==> config.mk <==
export PLATFORM = sky130hd
export DESIGN_NAME = rr_arbiter_4
export DESIGN_NICKNAME = d
export VERILOG_FILES = /design/src/rtl/rr_arbiter_4.sv
export SDC_FILE = /design/constraint.sdc
export NUM_CORES = 1
export LEC_CHECK = 0
export BUFFER_PORTS_ARGS = -buffer_cell sky130_fd_sc_hd__buf_4
export CAP_MARGIN = 20
export CORE_UTILIZATION = 56
export DETAILED_ROUTE_END_ITERATION = 16
export GPL_ROUTABILITY_DRIVEN = 0
export PLACE_DENSITY = 0.78
export REMOVE_ABC_BUFFERS = 1
export SYNTH_ARGS = -nofsm -noshare
export SYNTH_HDL_FRONTEND = slang
export SYNTH_SLANG_ARGS = --single-unit
export TNS_END_PERCENT = 10
==> constraint.sdc <==
create_clock -name clk -period 2.9 [get_ports clk]
set_input_delay 0.29 -clock clk [delete_from_list [all_inputs] [get_ports clk]]
set_output_delay 0.29 -clock clk [all_outputs]
set_load 0.05 [all_outputs]
==> src/rtl/rr_arbiter_4.sv <==
// Four-requester arbiter with fixed-priority or round-robin selection and a
// per-owner hold limit that forces rotation after MAX_HOLD granted cycles.
module rr_arbiter_4 #(
    parameter int unsigned MAX_HOLD = 8
) (
    input  logic       clk,
    input  logic       rst,
    input  logic [3:0] req,
    input  logic       mode,
    output logic [3:0] gnt,
    output logic [1:0] gnt_id,
    output logic       gnt_valid
);

    localparam int unsigned N   = 4;
    localparam int unsigned IDW = 2;
    localparam int unsigned CW  = 8;

    typedef enum logic {
        IDLE  = 1'b0,
        GRANT = 1'b1
    } state_t;

    state_t           state_q, state_d;
    logic [CW-1:0]    hold_cnt, hold_cnt_d;
    logic [IDW-1:0]   last_owner, last_owner_d;
    logic [N-1:0]     gnt_d;
    logic [IDW-1:0]   gnt_id_d;
    logic             gnt_valid_d;

    logic             arb_en;
    logic [N-1:0]     cand;
    logic [N-1:0]     owner_bit;
    logic [N-1:0]     others;
    logic [IDW-1:0]   win_fixed;
    logic [IDW-1:0]   win_rr;
    logic [IDW-1:0]   win;

    // State and registered outputs
    always_ff @(posedge clk) begin
        if (rst) begin
            state_q    <= IDLE;
            gnt        <= '0;
            gnt_id     <= '0;
            gnt_valid  <= 1'b0;
            hold_cnt   <= '0;
            last_owner <= IDW'(N - 1);
        end else begin
            state_q    <= state_d;
            gnt        <= gnt_d;
            gnt_id     <= gnt_id_d;
            gnt_valid  <= gnt_valid_d;
            hold_cnt   <= hold_cnt_d;
            last_owner <= last_owner_d;
        end
    end

    // Winner selection over the eligible candidate set
    always_comb begin
        win_fixed = '0;
        win_rr    = '0;
        for (int i = 0; i < N; i++) begin
            if (cand[i]) win_fixed = IDW'(i);
        end
        // Descending scan so the nearest bit after last_owner is written last
        for (int k = N - 1; k >= 0; k--) begin
            if (cand[IDW'(int'(last_owner) + k + 1)]) win_rr = IDW'(int'(last_owner) + k + 1);
        end
        win = mode ? win_rr : win_fixed;
    end

    // Next-state and output logic
    always_comb begin
        state_d      = state_q;
        gnt_d        = gnt;
        gnt_id_d     = gnt_id;
        hold_cnt_d   = hold_cnt;
        last_owner_d = last_owner;
        arb_en       = 1'b0;
        cand         = req;
        owner_bit    = N'(1) << gnt_id;
        others       = req & ~owner_bit;

        case (state_q)
            IDLE: begin
                if (req != '0) arb_en = 1'b1;
            end
            GRANT: begin
                if (!req[gnt_id]) begin
                    arb_en = 1'b1;
                    cand   = others;
                end else if (hold_cnt >= CW'(MAX_HOLD)) begin
                    // Force release: a lone owner is simply re-granted
                    arb_en = 1'b1;
                    cand   = (others != '0) ? others : req;
                end else begin
                    hold_cnt_d = hold_cnt + CW'(1);
                end
            end
            default: state_d = IDLE;
        endcase

        if (arb_en) begin
            if (cand != '0) begin
                state_d      = GRANT;
                gnt_d        = N'(1) << win;
                gnt_id_d     = win;
                hold_cnt_d   = CW'(1);
                last_owner_d = win;
            end else begin
                state_d    = IDLE;
                gnt_d      = '0;
                hold_cnt_d = '0;
            end
        end

        gnt_valid_d = |gnt_d;
    end

endmodule

==> reports/results.md, run 1 <==
• run status: finished, final reports clean
• Hold Fails Final Rpt: 0
• final cycle utilization of the critical path: 85.5%
• number of top-level design ports: 14
• top library cells by usage in the layout, fill and taps aside: 18 x sky130_fd_sc_hd__dfxtp_1, 15 x sky130_fd_sc_hd__nor2_1, 14 x sky130_fd_sc_hd__buf_4, 13 x sky130_fd_sc_hd__nand2_1, 6 x sky130_fd_sc_hd__a21oi_1
• initial antenna violation count: 0
• overall fraction of global-route tracks in use: 24.1%
• Initial Util: 61.1%
• Std-Cell Core Area: 1760 sq um
• top-area cell type share of the netlist area: 33.4%
• number of routed nets with antenna violations: 0
• number of optimization iterations in the first detailed-route pass: 4
• mapped cell area: 1080 sq um
• Post CTS Setup Buffer Count: 0
• Slew Limit Headroom: 55.5%
• sum of routed wire length over all layers: 2170 um
• startpoint kind of the worst setup timing path: register
• hold slack final: 0.259 ns
• aggregate global routing overflow: 0
• sequential cell area: 360 sq um
• number of library cell types mapped by synthesis: 51
• Critical Path RT: 3.13 ns
• post-synthesis area per instance: 9.14 sq um
• post_cts resized: 0
• count of vias placed by the detailed router: 958
• most frequently used flop master after synthesis: sky130_fd_sc_hd__dfxtp_1
• Die Outline Area: 2110 sq um
• flop and latch count out of synthesis: 18
• maximum buffer depth of the clock tree: 2
• height of the die: 45.9 um
• time the final worst path needs with I/O delays and setup: 2.48 ns
• Peak VDD IR: 0.422 mV
• Inserted Diodes: 0
• remaining design rule violation count: 0
• cts bufs inserted: 3
• Layout fillers: 169
• Final Max Slew Viols: 0
• RSZ-0062 raised after global routing: false
• DRC marker count from the first detailed-route iteration: 16
• largest net degree at the start of global routing: 13
• critical path capture point type: register
• number of nets at the end of the flow: 143
• area grow syn2layout: 13.9%
• number of maximum-capacitance violations: 0
• clock-pin transition on the worst setup and hold timing paths: 0.10 ns
• fmax: 403 MHz
• hold-fix buffers at CTS: 0
• end-of-flow core utilization: 69.6%
• Post-Route Setup TNS: 0 ns
• static leakage: 0.448 nW
• Rows: 15
• root cell of the clock tree: sky130_fd_sc_hd__clkbuf_4
• number of global-route vias before repair: 824
• cell type with the highest aggregate area in the netlist: sky130_fd_sc_hd__dfxtp_1
• H-tree levels: 1
• warning count from the yosys run: 0
• number of sinks on the clock net: 18
• cell count after synthesis: 118
• fraction of final layout cells sized beyond drive strength 1: 26.3%
• Post-synth EDFFs: 0
• first-pass GRT wire length: 3640 um
• setup ws final: 0.422 ns
• power density over the cells: 523 nW/um^2
• TritonCTS clock tree: done
• Wirelength per Cell: 13.7 um
• clock latency reported for the late side of the worst-skew pair: 0.28 ns
• data arrival time at the worst-slack endpoint: 2.71 ns
• number of setup violations in the final report: 0
• clk_skew: 0.00647 ns
• multi-input combinational cell area: 681 sq um
• Final HPWL DP: 1680 um
• count of buffers from port buffering: 13
• pre-CTS WS: 0.444 ns
• largest fanout on the critical path: 10
• most common cell after layout, fill and taps aside: sky130_fd_sc_hd__dfxtp_1
• routed via count divided by cell count: 6.06
• sequential cell area fraction in the yosys report: 33.4%
• slew at the pin with the worst max-slew slack: 0.661 ns
• die width: 45.9 um
• Critical Setup Path Class: register to register
• worst hold-check path type: primary input to register
• leading cell types by total area after synthesis: sky130_fd_sc_hd__dfxtp_1 33%, sky130_fd_sc_hd__nor2_1 5.2%, sky130_fd_sc_hd__nand2_1 4.5%, sky130_fd_sc_hd__o41ai_2 3.0%, sky130_fd_sc_hd__a21oi_1 2.8%
• share of synthesized registers carrying an async set or reset: 0%
## sequential cells by signal (all words and copies together), names as in the netlist
name and cells:
last_owner 2, gnt 4, gnt_id 2, state_q 1, hold_cnt 8, gnt_valid 1
## layout make-up
class / instances / area share (%)
Multi-Input combinational cell: 93 / 55.4
Inverter: 4 / 1.22
Timing Repair Buffer: 14 / 8.55
Clock buffer: 4 / 2.95
Sequential cell: 18 / 29.3
Tap cell: 25 / 2.55
## cell usage after synthesis, types with 2 or more instances
cell,number
sky130_fd_sc_hd__nand4_1,2
sky130_fd_sc_hd__nor4_1,2
sky130_fd_sc_hd__o21ai_2,2
sky130_fd_sc_hd__ha_1,2
sky130_fd_sc_hd__xor2_1,3
sky130_fd_sc_hd__nand2_1,13
sky130_fd_sc_hd__inv_1,4
sky130_fd_sc_hd__a21oi_1,6
sky130_fd_sc_hd__a31oi_1,3
sky130_fd_sc_hd__dfxtp_1,18
sky130_fd_sc_hd__o21ai_1,2
sky130_fd_sc_hd__nor2_1,15
sky130_fd_sc_hd__nand3_1,5
sky130_fd_sc_hd__xnor2_1,2
sky130_fd_sc_hd__o41ai_2,2
sky130_fd_sc_hd__nor3_1,2
## worst max-delay path, cell delays in order (launching register included)
cell,delay (ns)
sky130_fd_sc_hd__dfxtp_1,0.55
sky130_fd_sc_hd__mux4_2,0.63
sky130_fd_sc_hd__o31a_1,0.15
sky130_fd_sc_hd__o21ai_2,0.31
sky130_fd_sc_hd__nand3_2,0.14
sky130_fd_sc_hd__a311oi_4,0.42
sky130_fd_sc_hd__a32o_1,0.22
## power breakdown
part	internal [mW]	switching, mW	total [mW]
registers	0.266	0.0278	0.294
clock network	0.0764	0.0727	0.149
logic	0.0783	0.121	0.200
## routing by layer
metal	share of wire (%)	global-route usage [%]
met1	51	33.9
met2	44	36.1
met3	3.9	5.56
met4	1.2	8.24
met5	0	0
## cell families (layout without fill, tap and decap cells)
logic type / Yosys count / in the layout / synth area share [%]
AND/OR/NAND/NOR: 52 / 52 / 25.6
XOR/XNOR: 5 / 5 / 4.06
AO/OA/AOI/OAI: 32 / 32 / 27.6
multiplexers: 2 / 2 / 3.48
adder cells (fa/ha/maj): 2 / 2 / 2.32
flip-flops: 18 / 18 / 33.4
buffers and inverters: 7 / 22 / 3.48
## through the flow
step / instance area, sq um / instances / total power [mW]
floorplan: 1060 / 115 / 0.442
global placement: 1190 / 154 / 0.493
detailed placement: 1190 / 154 / 0.498
CTS: 1230 / 158 / 0.648
global route: 1230 / 158 / 0.679
finish: 1230 / 158 / 0.643
## worst paths after layout
check / from / endpoint / slack (ns) / cells past startpoint
setup / recovery: gnt_id[0] / gnt[2] / 0.42 / 6
hold / removal: rst / state_q / 0.26 / 2
setup reg to reg: gnt_id[0] / gnt[2] / 0.42 / 6
hold reg to reg: gnt[3] / gnt[3] / 0.47 / 2
Note: power is estimated with default switching activity, not from simulation.
==> run 2, diff against run 1 <==
--- a/config.mk
+++ b/config.mk
@@ -5,9 +5,10 @@
 export SDC_FILE = /design/constraint.sdc
 export NUM_CORES = 1
 export LEC_CHECK = 0
+export ABC_AREA = 1
 export BUFFER_PORTS_ARGS = -buffer_cell sky130_fd_sc_hd__buf_4
 export CAP_MARGIN = 20
-export CORE_UTILIZATION = 56
+export CORE_UTILIZATION = 57
 export DETAILED_ROUTE_END_ITERATION = 16
 export GPL_ROUTABILITY_DRIVEN = 0
 export PLACE_DENSITY = 0.78
==> run 2 against run 1 <==
  * Design area increased by 12%
  * Via count increased by 22%
  * Clock-buffer cell count unchanged
  * Clock power increased by 5%
  * Maximum frequency increased by 2.8%
  * Cell count increased by 41%
  * Global-route usage decreased by 0.64 points
  * Largest cell class unchanged
  * Highest routed layer unchanged
==> reports/results.md, run 2 <==
• dominant combinational cell family by area after synthesis: simple AND/OR/NAND/NOR gates
• Slew Limit Headroom: 76.7%
• master of the slowest instance on the critical path: sky130_fd_sc_hd__dfxtp_1
• RR Endpoint: gnt_valid
• destination of the worst hold path: gnt[0]
• Peak VDD IR: 0.553 mV
• Crit path top cell by count: sky130_fd_sc_hd__nand2_1
• initial antenna violation count: 0
• remaining design rule violation count: 0
• most frequently used flop master after synthesis: sky130_fd_sc_hd__dfxtp_1
• top library cells by usage in the layout, fill and taps aside: 44 x sky130_fd_sc_hd__nand2_1, 27 x sky130_fd_sc_hd__inv_1, 18 x sky130_fd_sc_hd__dfxtp_1, 15 x sky130_fd_sc_hd__nand3_1
• flip-flop count of the largest register, all copies and words added: 8
• Std-Cell Core Area: 1980 sq um
• clock-pin transition on the worst setup and hold timing paths: 0.10 ns
• number of routed nets with antenna violations: 0
• Layout fillers: 158
• post-synthesis share of cell area spent on xor and xnor gates: 1.43%
• sum of routed wire length over all layers: 2500 um
• Final HPWL DP: 1950 um
• Inserted Diodes: 0
• Die Outline Area: 2340 sq um
• RSZ-0062 raised after global routing: false
• most common cell after layout, fill and taps aside: sky130_fd_sc_hd__nand2_1
• count of buffers from port buffering: 13
• leading cell types by total area after synthesis: sky130_fd_sc_hd__dfxtp_1 29%, sky130_fd_sc_hd__nand2_1 13%, sky130_fd_sc_hd__inv_1 8.3%, sky130_fd_sc_hd__nand3_1 6.1%, sky130_fd_sc_hd__a21oi_1 5.3%
• end-of-flow core utilization: 69.5%
• area grow syn2layout: 12.6%
• Wirelength per Cell: 11.3 um
• number of standard cells in the final layout excluding fillers: 222
• clock power share: 19.8%
• top-area cell type share of the netlist area: 29.4%
• largest register by flop count: hold_cnt
• crit-path leading delay family: simple AND/OR/NAND/NOR gates
• cell types with the highest counts after synthesis: 44 x sky130_fd_sc_hd__nand2_1, 27 x sky130_fd_sc_hd__inv_1, 18 x sky130_fd_sc_hd__dfxtp_1
• data arrival time at the worst-slack endpoint: 2.61 ns
• root cell of the clock tree: sky130_fd_sc_hd__clkbuf_4
• number of sinks on the clock net: 18
• mapped cell area: 1220 sq um
• clock latency reported for the late side of the worst-skew pair: 0.30 ns
• r2r setup slk: 0.49 ns
• post-synthesis area per instance: 6.80 sq um
• time the final worst path needs with I/O delays and setup: 2.41 ns
• area fraction in compound gates after synthesis: 14.2%
• Final Max Slew Viols: 0
• height of the die: 48.3 um
• Critical Setup Path Class: register to register
• die width: 48.3 um
• cell count after synthesis: 180
• FF-to-FF path depth: 17
• cell type with the highest aggregate area in the netlist: sky130_fd_sc_hd__dfxtp_1
• maximum buffer depth of the clock tree: 2
• simple-gate portion of the synthesized area: 42.2%
• run status: finished, final reports clean
• Rows: 16
• Top Registers: hold_cnt (8), gnt (4)
• Post-synth EDFFs: 0
• number of top-level design ports: 14
• Worst Hold Launch: rst
• Gate power share: 42.7%
• Internal: 457 uW
• flop and latch count out of synthesis: 18
• hold-fix buffers at CTS: 0
• largest fanout on the critical path: 9
• final cycle utilization of the critical path: 83.2%
• power density over the cells: 575 nW/um^2
• startpoint kind of the worst setup timing path: register
• number of optimization iterations in the first detailed-route pass: 4
• cell breakdown of the critical path: inv_1, nand2_1, nand2_1, nand2_1, inv_2, nand2_4, nand3b_4, o21ai_2, nand2_2, nor3_4, nand2_4, nand2_4, nor2_4, nand4_1, nand2_1, nor2_1, a21oi_1
• routed via count divided by cell count: 5.27
• overall fraction of global-route tracks in use: 23.5%
• Hold Fails Final Rpt: 0
• number of library cell types mapped by synthesis: 31
• switching power: 335 uW
• number of cells after detailed placement: 218
• number of setup violations in the final report: 0
• r2r startpoint: gnt_id[1]
• share of synthesized registers carrying an async set or reset: 0%
• number of nets at the end of the flow: 205
• number of maximum-capacitance violations: 0
• TritonCTS clock tree: done
• share of cell area taken by muxes after synthesis: 0%
• first-pass GRT wire length: 4420 um
• worst hold-check path type: primary input to register
• cts bufs inserted: 3
• H-tree levels: 1
• static leakage: 0.692 nW
• count of vias placed by the detailed router: 1170
• most used standard cell by instance count after synthesis: sky130_fd_sc_hd__nand2_1
• longest individual stage delay on the worst path: 0.44 ns
• DRC marker count from the first detailed-route iteration: 22
• Initial Util: 61.7%
• fraction of power spent switching nets: 42.3%
• Critical Path RT: 3.10 ns
• Post-Route Setup TNS: 0 ns
• sequential share of power: 37.4%
• fmax: 415 MHz
• aggregate global routing overflow: 0
• hold path depth: 2
• Post-Synth Adder-Cell Area: 2.04%
• Post CTS Setup Buffer Count: 0
• critical path buffer and inverter count: 2
• number of global-route vias before repair: 1083
• fraction of final layout cells sized beyond drive strength 1: 21.5%
• slew at the pin with the worst max-slew slack: 0.349 ns
• sequential cell area fraction in the yosys report: 29.4%
• critical path capture point type: register
• clk_skew: 0.00163 ns
• post_cts resized: 0
• warning count from the yosys run: 0
• largest net degree at the start of global routing: 15
[run 2: cell count changes in the layout (fill, tap and decap cells not counted), sizes merged, moves of 3 or more]
cell | before | now
inv | 4 | 30
nand2 | 13 | 57
a31oi | 3 | 0
a41oi | 0 | 3
a21oi | 6 | 13
nor2 | 16 | 13
nand4 | 2 | 5
nand3 | 6 | 17
[run 2: worst max-delay path by stage]
| stage | startpoint | end | cells after the start |
|---|---|---|---|
| final | gnt_id[1] | gnt_valid | 17 |
| after global routing | gnt_id[1] | gnt_valid | 17 |
| after CTS | gnt_id[1] | gnt_valid | 17 |
| after detailed placement | gnt_id[1] | gnt_valid | 17 |
| after global placement | gnt_id[1] | gnt_valid | 17 |
| after floorplan | gnt_id[1] | gnt_valid | 17 |
[run 2: final cells by class]
cell class / instances / area [sq um] / share of cell area [%]
multi-input cells: 129 / 733 / 53.2
flip-flops and latches: 18 / 360 / 26.2
inverters: 31 / 116 / 8.45
repair buffers: 13 / 97.6 / 7.08
clock buffers: 4 / 36.3 / 2.63
well taps: 27 / 33.8 / 2.45
[run 2: through the flow]
step                      hold slack [ns]  power [mW]  setup WS, ns  cell area, sq um
final                               0.253       0.793         0.488              1380
after global routing                0.269       0.846         0.278              1380
after CTS                           0.250       0.790         0.510              1380
after detailed placement            0.464       0.638         0.552              1340
after global placement              0.452       0.631         0.581              1340
after floorplan                     0.359       0.559         0.452              1210
[run 2: cells by family (layout without fill, tap and decap cells)]
logic type	count (synthesis)	after routing
AND/OR/NAND/NOR	99	99
buffers and inverters	33	48
AO/OA/AOI/OAI	26	26
flip-flops	18	18
adder cells (fa/ha/maj)	2	2
XOR/XNOR	2	2
[run 2: per-layer routing]
metal	track usage (%)	vias up	share of wire, %
li1	-	614	-
met1	28.1	528	45
met2	42.3	23	50
met3	1.57	5	3.2
met4	11.8	0	1.6
met5	0	-	0
[run 2: power by group through the flow]
stage          combinational [mW]  sequential (mW)  clock (mW)
2_1_floorplan               0.206            0.354           0
3_3_place_gp                0.330            0.301           0
3_5_place_dp                0.336            0.302           0
4_1_cts                     0.337            0.297       0.156
5_1_grt                     0.379            0.301       0.165
6_report                    0.339            0.297       0.157
==> run 3, diff against run 2 <==
--- a/config.mk
+++ b/config.mk
@@ -5,13 +5,13 @@
 export SDC_FILE = /design/constraint.sdc
 export NUM_CORES = 1
 export LEC_CHECK = 0
-export ABC_AREA = 1
+export ABC_AREA = 0
 export BUFFER_PORTS_ARGS = -buffer_cell sky130_fd_sc_hd__buf_4
 export CAP_MARGIN = 20
-export CORE_UTILIZATION = 57
+export CORE_UTILIZATION = 50
 export DETAILED_ROUTE_END_ITERATION = 16
 export GPL_ROUTABILITY_DRIVEN = 0
-export PLACE_DENSITY = 0.78
+export PLACE_DENSITY = 0.73
 export REMOVE_ABC_BUFFERS = 1
 export SYNTH_ARGS = -nofsm -noshare
 export SYNTH_HDL_FRONTEND = slang
==> constraint.sdc (replaced) <==
create_clock -name clk -period 2.2 [get_ports clk]
set_input_delay 0.22 -clock clk [delete_from_list [all_inputs] [get_ports clk]]
set_output_delay 0.22 -clock clk [all_outputs]
set_load 0.05 [all_outputs]
==> run 3 against run 2 <==
  * The flow now finishes with violations (negative setup slack)
  * Via count shrank 13%
  * First-iteration DRC count grew 50%
  * Critical path depth shrank 9
  * Largest cell class unchanged
==> reports/results.md, run 3 (synthesized netlist as in run 1, its figures left out) <==
• violations in the final reports: negative setup slack
• critical path capture point type: register
• clock latency reported for the late side of the worst-skew pair: 0.29 ns
• first-pass GRT wire length: 4590 um
• run status: complete, but fails checks
• area grow syn2layout: 33.5%
• time the final worst path needs with I/O delays and setup: 2.22 ns
• power density over the cells: 644 nW/um^2
• hold slack final: 0.178 ns
• TritonCTS clock tree: done
• clk_skew: 0.00129 ns
• Top Registers: hold_cnt (8), gnt (4)
• Rows: 16
• worst hold-check path type: primary input to register
• setup ws final: -0.0249 ns
• DRC marker count from the first detailed-route iteration: 33
• number of routed nets with antenna violations: 0
• initial antenna violation count: 0
• Std-Cell Core Area: 2000 sq um
• Power, Total: 928 uW
• count of vias placed by the detailed router: 1013
• largest net degree at the start of global routing: 13
• fmax: 449 MHz
• hold-fix buffers at CTS: 0
• Final HPWL DP: 1910 um
• number of setup violations in the final report: 4
• crit-path leading delay family: compound AO/OA/AOI/OAI gates
• largest register by flop count: hold_cnt
• number of maximum-capacitance violations: 0
• flip-flop count of the largest register, all copies and words added: 8
• height of the die: 48.4 um
• Final Max Slew Viols: 0
• cell breakdown of the critical path: or4_4, o22ai_4, o31a_1, o21ai_4, buf_6, a32oi_4, nor3_2, a22o_1
• static leakage: 0.539 nW
• number of optimization iterations in the first detailed-route pass: 4
• die width: 48.4 um
• cell area after layout: 1440 sq um
• Slew Limit Headroom: 60.1%
• routed via count divided by cell count: 5.79
• H-tree levels: 1
• Post-Route Setup TNS: -0.0877 ns
• critical path buffer and inverter count: 1
• slew at the pin with the worst max-slew slack: 0.593 ns
• aggregate global routing overflow: 0
• RSZ-0062 raised after global routing: true
• count of buffers from port buffering: 13
• top library cells by usage in the layout, fill and taps aside: 27 x sky130_fd_sc_hd__buf_4, 15 x sky130_fd_sc_hd__nor2_1, 15 x sky130_fd_sc_hd__dfxtp_1, 11 x sky130_fd_sc_hd__nand2_1, 6 x sky130_fd_sc_hd__a21oi_1
• number of global-route vias before repair: 948
• Peak VDD IR: 0.460 mV
• number of nets at the end of the flow: 158
• master of the slowest instance on the critical path: sky130_fd_sc_hd__or4_4
• Critical Setup Path Class: register to register
• fraction of final layout cells sized beyond drive strength 1: 41.2%
• total placed instance area: 1300 sq um
• sum of routed wire length over all layers: 2660 um
• most common cell after layout, fill and taps aside: sky130_fd_sc_hd__buf_4
• startpoint kind of the worst setup timing path: register
• cts bufs inserted: 3
• number of top-level design ports: 14
• Inserted Diodes: 0
• clock-pin transition on the worst setup and hold timing paths: 0.10 ns
• Die Outline Area: 2350 sq um
• Hold Fails Final Rpt: 0
• number of sinks on the clock net: 18
• final cycle utilization of the critical path: 101%
• maximum buffer depth of the clock tree: 2
• Critical Path RT: 2.40 ns
• largest fanout on the critical path: 5
• root cell of the clock tree: sky130_fd_sc_hd__clkbuf_4
• longest individual stage delay on the worst path: 0.52 ns
• Wirelength per Cell: 15.2 um
• remaining design rule violation count: 0
• overall fraction of global-route tracks in use: 25.2%
• Initial Util: 53.9%
• data arrival time at the worst-slack endpoint: 2.42 ns
## run 3: cell count changes in the layout (fill, tap and decap cells not counted), sizes merged, moves of 7 or more
cell,previous run,this run
a21oi,13,6
buf,13,29
inv,30,4
nand2,57,13
nand3,17,6
## run 3: report_power, final
| part | leakage [nW] | total (mW) | switching (mW) | internal (mW) |
|---|---|---|---|---|
| sequential | 0.149 | 0.385 | 0.0323 | 0.353 |
| clock | 0.0210 | 0.201 | 0.100 | 0.101 |
| combinational | 0.369 | 0.342 | 0.194 | 0.148 |
## run 3: timing repair
action,4_1_cts,5_1_grt
endpoints found under the hold margin,0,0
pin swaps,8,9
setup endpoints to repair,6,7
setup buffers,0,1
resized for setup,9,12
gates cloned,0,0
## run 3: metal layers
metal,vias up,global-route usage (%),wire (um)
met5,-,0,0
met4,0,4.41,24
met3,5,6.29,127
met2,32,39.0,1230
met1,473,35.9,1270
li1,503,-,-
## run 3: path summary, 6_finish.rpt
path	startpoint	endpoint	slack, ns	cells past startpoint
min reg2reg	gnt[3]	gnt[3]	0.48	2
min	rst	gnt_id[1]	0.18	2
max reg2reg	gnt_id[1]	gnt[0]	-0.02	8
max	gnt_id[1]	gnt[0]	-0.02	8
## run 3: metrics by stage
| step | instances | util (%) | setup WS [ns] |
|---|---|---|---|
| floorplan | 115 | - | -0.384 |
| global placement | 170 | 64.9 | 0.00878 |
| detailed placement | 170 | 64.9 | -0.0692 |
| CTS | 174 | 69.1 | -0.0373 |
| global route | 175 | 71.9 | -0.130 |
| finish | 175 | 71.9 | -0.0249 |
## run 3: area by class of cell
class	count	area, sq um
Sequential cell	18	369
Fill cell	153	562
Multi-Input combinational cell	93	761
Timing Repair Buffer	29	225
Clock buffer	4	36.3
Inverter	4	15.0
Tap cell	27	33.8
